==> src/rtl/dmem_arbiter.sv <==
// Two-port arbiter for the single-port data memory: MEM stage (port 0) vs DMA/debug (port 1).
// Define DMEM_ARB_RR_EN for round-robin tie breaking; otherwise port 0 has fixed priority.
module dmem_arbiter #(
    parameter int ADDR_WIDTH = 32,
    parameter int DATA_WIDTH = 32,
    parameter int MAX_WAIT   = 8
) (
    input  logic                  clk,
    input  logic                  rst_n,
    input  logic                  p0_req,
    input  logic                  p0_we,
    input  logic [ADDR_WIDTH-1:0] p0_addr,
    input  logic [DATA_WIDTH-1:0] p0_wdata,
    output logic                  p0_gnt,
    output logic                  p0_rvalid,
    output logic [DATA_WIDTH-1:0] p0_rdata,
    output logic                  p0_err,
    input  logic                  p1_req,
    input  logic                  p1_we,
    input  logic [ADDR_WIDTH-1:0] p1_addr,
    input  logic [DATA_WIDTH-1:0] p1_wdata,
    output logic                  p1_gnt,
    output logic                  p1_rvalid,
    output logic [DATA_WIDTH-1:0] p1_rdata,
    output logic                  p1_err,
    output logic                  mem_we,
    output logic [ADDR_WIDTH-1:0] mem_addr,
    output logic [DATA_WIDTH-1:0] mem_wdata,
    input  logic [DATA_WIDTH-1:0] mem_rdata
);
    localparam int WW = $clog2(MAX_WAIT + 1);

    logic [WW-1:0]         wait_q, wait_d;
    logic                  tie_p1;
    logic                  sel_we, sel_mis;
    logic [ADDR_WIDTH-1:0] sel_addr;
    logic [DATA_WIDTH-1:0] sel_wdata;
    logic [DATA_WIDTH-1:0] rd_val;
    logic                  p0_rvalid_q, p0_rvalid_d, p0_err_q, p0_err_d;
    logic                  p1_rvalid_q, p1_rvalid_d, p1_err_q, p1_err_d;
    logic [DATA_WIDTH-1:0] p0_rdata_q, p0_rdata_d, p1_rdata_q, p1_rdata_d;

`ifdef DMEM_ARB_RR_EN
    logic last_gnt_q, last_gnt_d;

    // Round-robin: on a tie the port that did not win last time goes next.
    always_comb begin
        tie_p1     = (wait_q == WW'(MAX_WAIT)) || !last_gnt_q;
        last_gnt_d = last_gnt_q;
        if (p0_gnt)
            last_gnt_d = 1'b0;
        else if (p1_gnt)
            last_gnt_d = 1'b1;
    end

    always_ff @(posedge clk) begin
        if (!rst_n)
            last_gnt_q <= 1'b1;
        else
            last_gnt_q <= last_gnt_d;
    end
`else
    always_comb begin
        tie_p1 = (wait_q == WW'(MAX_WAIT));
    end
`endif

    always_comb begin
        p0_gnt = 1'b0;
        p1_gnt = 1'b0;
        if (rst_n) begin
            if (p0_req && p1_req) begin
                p1_gnt = tie_p1;
                p0_gnt = !tie_p1;
            end else begin
                p0_gnt = p0_req;
                p1_gnt = p1_req;
            end
        end
    end

    always_comb begin
        sel_we    = 1'b0;
        sel_addr  = '0;
        sel_wdata = '0;
        if (p1_gnt) begin
            sel_we    = p1_we;
            sel_addr  = p1_addr;
            sel_wdata = p1_wdata;
        end else if (p0_gnt) begin
            sel_we    = p0_we;
            sel_addr  = p0_addr;
            sel_wdata = p0_wdata;
        end
        sel_mis   = (sel_addr[1:0] != 2'b00);
        mem_we    = sel_we && !sel_mis;
        mem_addr  = sel_addr >> 2;
        mem_wdata = sel_wdata;
        // Only aligned reads return memory data; writes and errors respond with zero.
        rd_val    = (!sel_we && !sel_mis) ? mem_rdata : '0;
    end

    always_comb begin
        p0_rvalid_d = p0_gnt;
        p0_rdata_d  = p0_gnt ? rd_val : '0;
        p0_err_d    = p0_gnt && sel_mis;
        p1_rvalid_d = p1_gnt;
        p1_rdata_d  = p1_gnt ? rd_val : '0;
        p1_err_d    = p1_gnt && sel_mis;
        wait_d      = wait_q;
        if (!p1_req || p1_gnt)
            wait_d = '0;
        else if (wait_q != WW'(MAX_WAIT))
            wait_d = wait_q + WW'(1);
    end

    always_ff @(posedge clk) begin
        if (!rst_n) begin
            wait_q      <= '0;
            p0_rvalid_q <= 1'b0;
            p0_rdata_q  <= '0;
            p0_err_q    <= 1'b0;
            p1_rvalid_q <= 1'b0;
            p1_rdata_q  <= '0;
            p1_err_q    <= 1'b0;
        end else begin
            wait_q      <= wait_d;
            p0_rvalid_q <= p0_rvalid_d;
            p0_rdata_q  <= p0_rdata_d;
            p0_err_q    <= p0_err_d;
            p1_rvalid_q <= p1_rvalid_d;
            p1_rdata_q  <= p1_rdata_d;
            p1_err_q    <= p1_err_d;
        end
    end

    assign p0_rvalid = p0_rvalid_q;
    assign p0_rdata  = p0_rdata_q;
    assign p0_err    = p0_err_q;
    assign p1_rvalid = p1_rvalid_q;
    assign p1_rdata  = p1_rdata_q;
    assign p1_err    = p1_err_q;

endmodule

==> config.mk <==
export PLATFORM = sky130hd
export DESIGN_NAME = dmem_arbiter
export DESIGN_NICKNAME = d
export VERILOG_FILES = /design/src/rtl/dmem_arbiter.sv
export SDC_FILE = /design/constraint.sdc
export NUM_CORES = 1
export LEC_CHECK = 0
export CAP_MARGIN = 5
export CORE_ASPECT_RATIO = 0.5
export CORE_MARGIN = 2
export CORE_UTILIZATION = 28
export CTS_CLUSTER_SIZE = 25
export DETAILED_ROUTE_END_ITERATION = 16
export PLACE_DENSITY_LB_ADDON = 0.15
export SYNTH_ARGS = -nofsm -noshare
export SYNTH_HDL_FRONTEND = slang
export SYNTH_SLANG_ARGS = --single-unit
==> constraint.sdc <==
create_clock -name clk -period 2.24 [get_ports clk]
set_input_delay 0.448 -clock clk [delete_from_list [all_inputs] [get_ports clk]]
set_output_delay 0.448 -clock clk [all_outputs]
set_load 0.01 [all_outputs]
==> Word-level counts from Yosys, hierarchy flattened <==
Cells that the tools add are included.
Widths: inputs -> output; s select.
{ "word_totals": {"ff_bits": 72, "input_bits": 166, "output_inout_bits": 135, "wordCells": 36} }
{ "op_classes": {"add_sub_neg": 1, "eq_ne": 2, "mux": 11, "n_bitwise": 1, "reduce_logical": 14} }
{ "ops": {"columns": ["operator", "n"], "rows": [
  ["$mux 32", 5],
  ["$mux 1", 6],
  ["$logic_and 1x1->1", 5],
  ["$add 4x1->4 const B", 1],
  ["$eq 4x4->1 const B", 1],
  ["$logic_not 1->1", 4],
  ["$ne 4x4->1 const B", 1],
  ["$reduce_and 2->1", 2],
  ["$reduce_bool 2->1", 1],
  ["$reduce_or 2->1", 1],
  ["$logic_or 1x1->1", 1],
  ["$not 1->1", 1]
]} }

==> Longest topological paths before layout <==
{ "logic_depth": {"depth_word": 10, "ltp_mapped": 7, "ltp_nobuf": 5} }

==> Worst setup path after synthesis <==
OpenSTA, ideal clock, no wires.
{ "synth_path": {"kind": "reg2out", "from": "register wait_q[0]", "to": "output port mem_addr[10]", "arrival_ps": 1496, "required_time_ps": 1792, "path_slack_ps": 296, "path_stages_with_launch": 8, "path_buffers": 2, "cell_sequence": "dfxtp_1 inv_1 ha_1 and4b_1 buf_2 nor2_4 buf_2 a22o_1"} }
{ "synth_via": {"elab_chain_cells": 6, "word_cells_on_any_way": 8, "cone_classes": "1 x eq/ne; 6 x mux; 1 x reduce/logical"} }
{ "synth_rtl": {"columns": ["item", "line_no", "source"], "rows": [
  ["from (decl)", "33", "logic [WW-1:0] wait_q, wait_d;"],
  ["from (signal assigned)", "127", "wait_q <= wait_d;"],
  ["$eq 4x4->1", "64", "tie_p1 = (wait_q == WW'(MAX_WAIT));"],
  ["$logic_not 1->1", "74", "p0_gnt = !tie_p1;"],
  ["$mux 1", "72", "if (p0_req && p1_req) begin"],
  ["$mux 1", "71", "if (rst_n) begin"],
  ["net p0_gnt", "14", "output logic p0_gnt,"],
  ["$mux 32", "90", "end else if (p0_gnt) begin"],
  ["$mux 32", "86", "if (p1_gnt) begin"],
  ["to (decl)", "27", "output logic [ADDR_WIDTH-1:0] mem_addr,"]
]} }
The timed path passes the listed nets, and every way through them passes these cells.

==> Worst setup path after layout <==
{ "layout_path": {"from": "register wait_q[0]", "to": "output port mem_wdata[13]"} }
{ "layout_via": {"elab_chain_cells": 6, "word_cells_on_any_way": 8, "cone_classes": "1 x eq/ne; 6 x mux; 1 x reduce/logical"} }
{ "layout_rtl": {"columns": ["item", "line_no", "source"], "rows": [
  ["$eq 4x4->1 (*)", "64", null],
  ["$logic_not 1->1", "74", null],
  ["$mux 1", "72", null],
  ["$mux 1", "71", null],
  ["$mux 32", "90", null],
  ["$mux 32 (*)", "86", null],
  ["to (decl)", "28", "output logic [DATA_WIDTH-1:0] mem_wdata,"]
]} }
Every way passes the cells marked *; elsewhere a longest branch is shown, timed or not.

==> results.toml <==
[critical_path]
cp-endpoint = "mem_wdata[13]"
kind_of_launch_point_of_the_worst_setup_path = "flop"
rrSetupSlack_ns = 0.62
critical_path.endpoint_type = "output port"
worst_setup_path_startpoint = "wait_q[0]"
reg2reg_depth = 8
critical-path-max-stage-delay_ns = 0.32
worstReg2RegEnd = "p1_rdata[1]"
cell_type_of_the_slowest_stage_on_the_worst_timing_path = "sky130_fd_sc_hd__dfxtp_2"
worstPathMaxFanout = 7
cp_common_cell = "sky130_fd_sc_hd__buf_6"
cp_cell_sequence = "inv_2 > ha_4 > buf_6 > nand3b_4 > a21oi_4 > buf_6 > buf_16 > a22o_1 > buf_2"
timing_worst_setup_path_type = "flop to output port"
worst-endpoint-arrival_ns = 1.94
critPathRequiredTime_ns = 1.79
timing.rr.start = "wait_q[0]"

[timing]
rsz_0062_raised_after_global_routing = "true"
timing.final.crit_period_ns = 2.39
final_skew_ns = 0.00535
final.setup.worst_slack_ns = -0.153
fin_setup_tns_ns = -6.36
slew_violations = 0
maximum_clock_rate_ghz = 0.418
setup-violations-final = 62
final.period_utilization_pct = 107
final-hold-violation-count = 0
hold_slack_ns = 0.489

[placed_design]
numPlacedInstances = 685
buffer_ports.inserted = 298
placer_s_final_routability_congestion_estimate = 0.873
dp.final_hpwl_um = 9970
placement.cell_area_um2 = 6020
pre_cts_slack_ns = -0.516

[cells_and_area]
areaGrowthSynthToFinish_pct = 147
finished_core_util_pct = 71.9
layout.filler_cells = 694
antenna_cells = 0
final_cell_area_um2 = 6840
post_layout_nonfiller_instances = 729
drive_gt1_share_pct = 28.5
number_of_nets_in_the_final_layout = 758

[synth]
synth_area_leaders = "sky130_fd_sc_hd__dfxtp_1 (52%), sky130_fd_sc_hd__a22o_1 (20%), sky130_fd_sc_hd__and2_1 (9.5%)"
syn_area_per_cell_um2 = 11.0
postSynthCellCount = 251
netlist.area_leader.share_pct = 52.1
synth-warning-count = 0
post_synth_edffs = 0
postSynthRegisterBits = 72
synth_flop_cell = "sky130_fd_sc_hd__dfxtp_1"
synth.top_cells.by_count = "sky130_fd_sc_hd__dfxtp_1 (72), sky130_fd_sc_hd__a22o_1 (62), sky130_fd_sc_hd__and2_1 (42), sky130_fd_sc_hd__and2_2 (22), sky130_fd_sc_hd__buf_2 (13)"
yosysUniqueCellTypes = 30
async_reset_ff_share_pct = 0
post-synth-top-count-cell = "sky130_fd_sc_hd__dfxtp_1"
synth_area_um2 = 2770
synth_sequential_area_ratio_pct = 52.1
synth_area_leader_cell = "sky130_fd_sc_hd__dfxtp_1"

[drt]
detailedRoute.firstPassIterationCount = 4
first_iter_violations = 170
viasPerCell = 4.59
totalWireLength_um = 14400
route.vias.total = 3346
avgRoutedWirePerCell_um = 19.8
ant_nets = 0
drc = 0

[die]
floorplan.io_pins = 301
floorplan.initialDensity_pct = 29.1
std_cell_rows = 25
floorplan.core_area_um2 = 9510
dieWidth_um = 145
design.die.area_um2 = 10700
die-height_um = 74.3

[global_route]
busiest_layer = "met2"
grt_first_pass_wirelength_um = 18700
grt_start_max_net_pins = 33
global_route.usage.met3_pct = 11.6
groute.layer.met2.usage_pct = 42.4
grt_util_met1_pct = 27.6
grt_antenna_before_repair = 2
grtUsageTotal_pct = 24.3
number_of_global_route_vias_before_repair = 3256
grt_overflow_total = 0

[clock_network]
tritoncts_num_sinks = 72
root_buffer = "sky130_fd_sc_hd__clkbuf_16"
clk_path_buf_depth = 2
clk_pin_slew_ns = 0.05
cts_tree = "built"
hold_buffers = 0
clk_latency_ns = 0.32
cts_made_buffers = 9
cts.htree.levels = 3

[power_and_ir_drop]
total_power_mw = 3.76
power_per_unit_of_standard_cell_area_nw_per_um2 = 550
vdd_ir_drop_max_mv = 0.335
static_leakage_nw = 2.94

[hold_path]
worst_hold_path_type = "primary input to flop"

[status]
failed_checks = "setup timing"
outcome = "finished with violations"

[flow_run]
reported_max_cap_violation_count = 0
[state kept, by name, indices dropped and copies added (netlist names)]
signal	count
p1_err	1
p1_rvalid	1
p0_err	1
p0_rvalid	1
p1_rdata	32
p0_rdata	32
wait_q	4
[how the worst min path moves through the flow]
stage,end,slack [ns],cells past startpoint,startpoint
after floorplan,wait_q[0],0.43,1,wait_q[0]
after global placement,wait_q[0],0.51,2,wait_q[0]
after detailed placement,wait_q[0],0.51,2,wait_q[0]
after CTS,wait_q[0],0.52,2,wait_q[0]
after global routing,p1_err,0.49,3,p1_addr[0]
final,p1_err,0.49,3,p1_addr[0]
[final cells by class]
cell class | instances | area [um2] | share of cell area [%]
Clock buffer | 10 | 229 | 3.35
Timing Repair Buffer | 348 | 3570 | 52.2
Inverter | 3 | 11.3 | 0.165
Tap cell | 135 | 169 | 2.47
Sequential cell | 72 | 1440 | 21.1
Multi-Input combinational cell | 156 | 1280 | 18.8
Clock inverter | 5 | 129 | 1.88
[worst max-delay path, delay by kind of cell (launching register included)]
kind	cells	cell delay, ns
fa+ha+maj	1	0.14
simple gates	1	0.09
flops	1	0.32
buf+inv	5	0.60
compound gates	2	0.47
[routing by layer]
metal / part of all wire [%] / up-vias
met4: 1.7 / 2
met2: 51 / 156
met5: 0.090 / -
li1: - / 1567
met1: 36 / 1601
met3: 11 / 20
[kinds of logic (layout without fill, tap and decap cells)]
kind of cell | after synthesis | count (layout) | synth area share (%)
buffers and inverters | 24 | 366 | 4.39
flip-flops | 72 | 72 | 52.1
XOR/XNOR | 2 | 2 | 0.634
adder cells (fa/ha/maj) | 2 | 2 | 0.905
AND/OR/NAND/NOR | 82 | 82 | 20.3
AO/OA/AOI/OAI | 68 | 68 | 21.5
other | 1 | 2 | 0.136
[power breakdown]
| part | total, mW | switching [mW] | internal [mW] |
|---|---|---|---|
| Combinational | 0.772 | 0.261 | 0.511 |
| Clock | 1.69 | 0.495 | 1.20 |
| Sequential | 1.30 | 0.00363 | 1.29 |
[repair_timing]
action | CTS | global route
resized for setup | 303 | 32
setup endpoints to repair | 65 | 64
setup buffers | 17 | 1
gates cloned | 8 | 6
pin swaps | 23 | 53
[cells in the final DEF (no fill, tap or decap), types with 2 or more instances in the layout]
master                            count
sky130_fd_sc_hd__a22o_1              60
sky130_fd_sc_hd__a22o_4               2
sky130_fd_sc_hd__and2_1              42
sky130_fd_sc_hd__and2_2              22
sky130_fd_sc_hd__buf_12               8
sky130_fd_sc_hd__buf_16               7
sky130_fd_sc_hd__buf_2               40
sky130_fd_sc_hd__buf_4               16
sky130_fd_sc_hd__buf_6               38
sky130_fd_sc_hd__bufinv_16            4
sky130_fd_sc_hd__clkbuf_16           14
sky130_fd_sc_hd__clkdlybuf4s50_1    227
sky130_fd_sc_hd__conb_1               2
sky130_fd_sc_hd__dfxtp_1             70
sky130_fd_sc_hd__dfxtp_2              2
sky130_fd_sc_hd__dlygate4sd2_1        4
sky130_fd_sc_hd__dlymetal6s2s_1       3
sky130_fd_sc_hd__inv_2                2
sky130_fd_sc_hd__nor2_1               6
No activity file was read; power rests on OpenSTA's default activity.
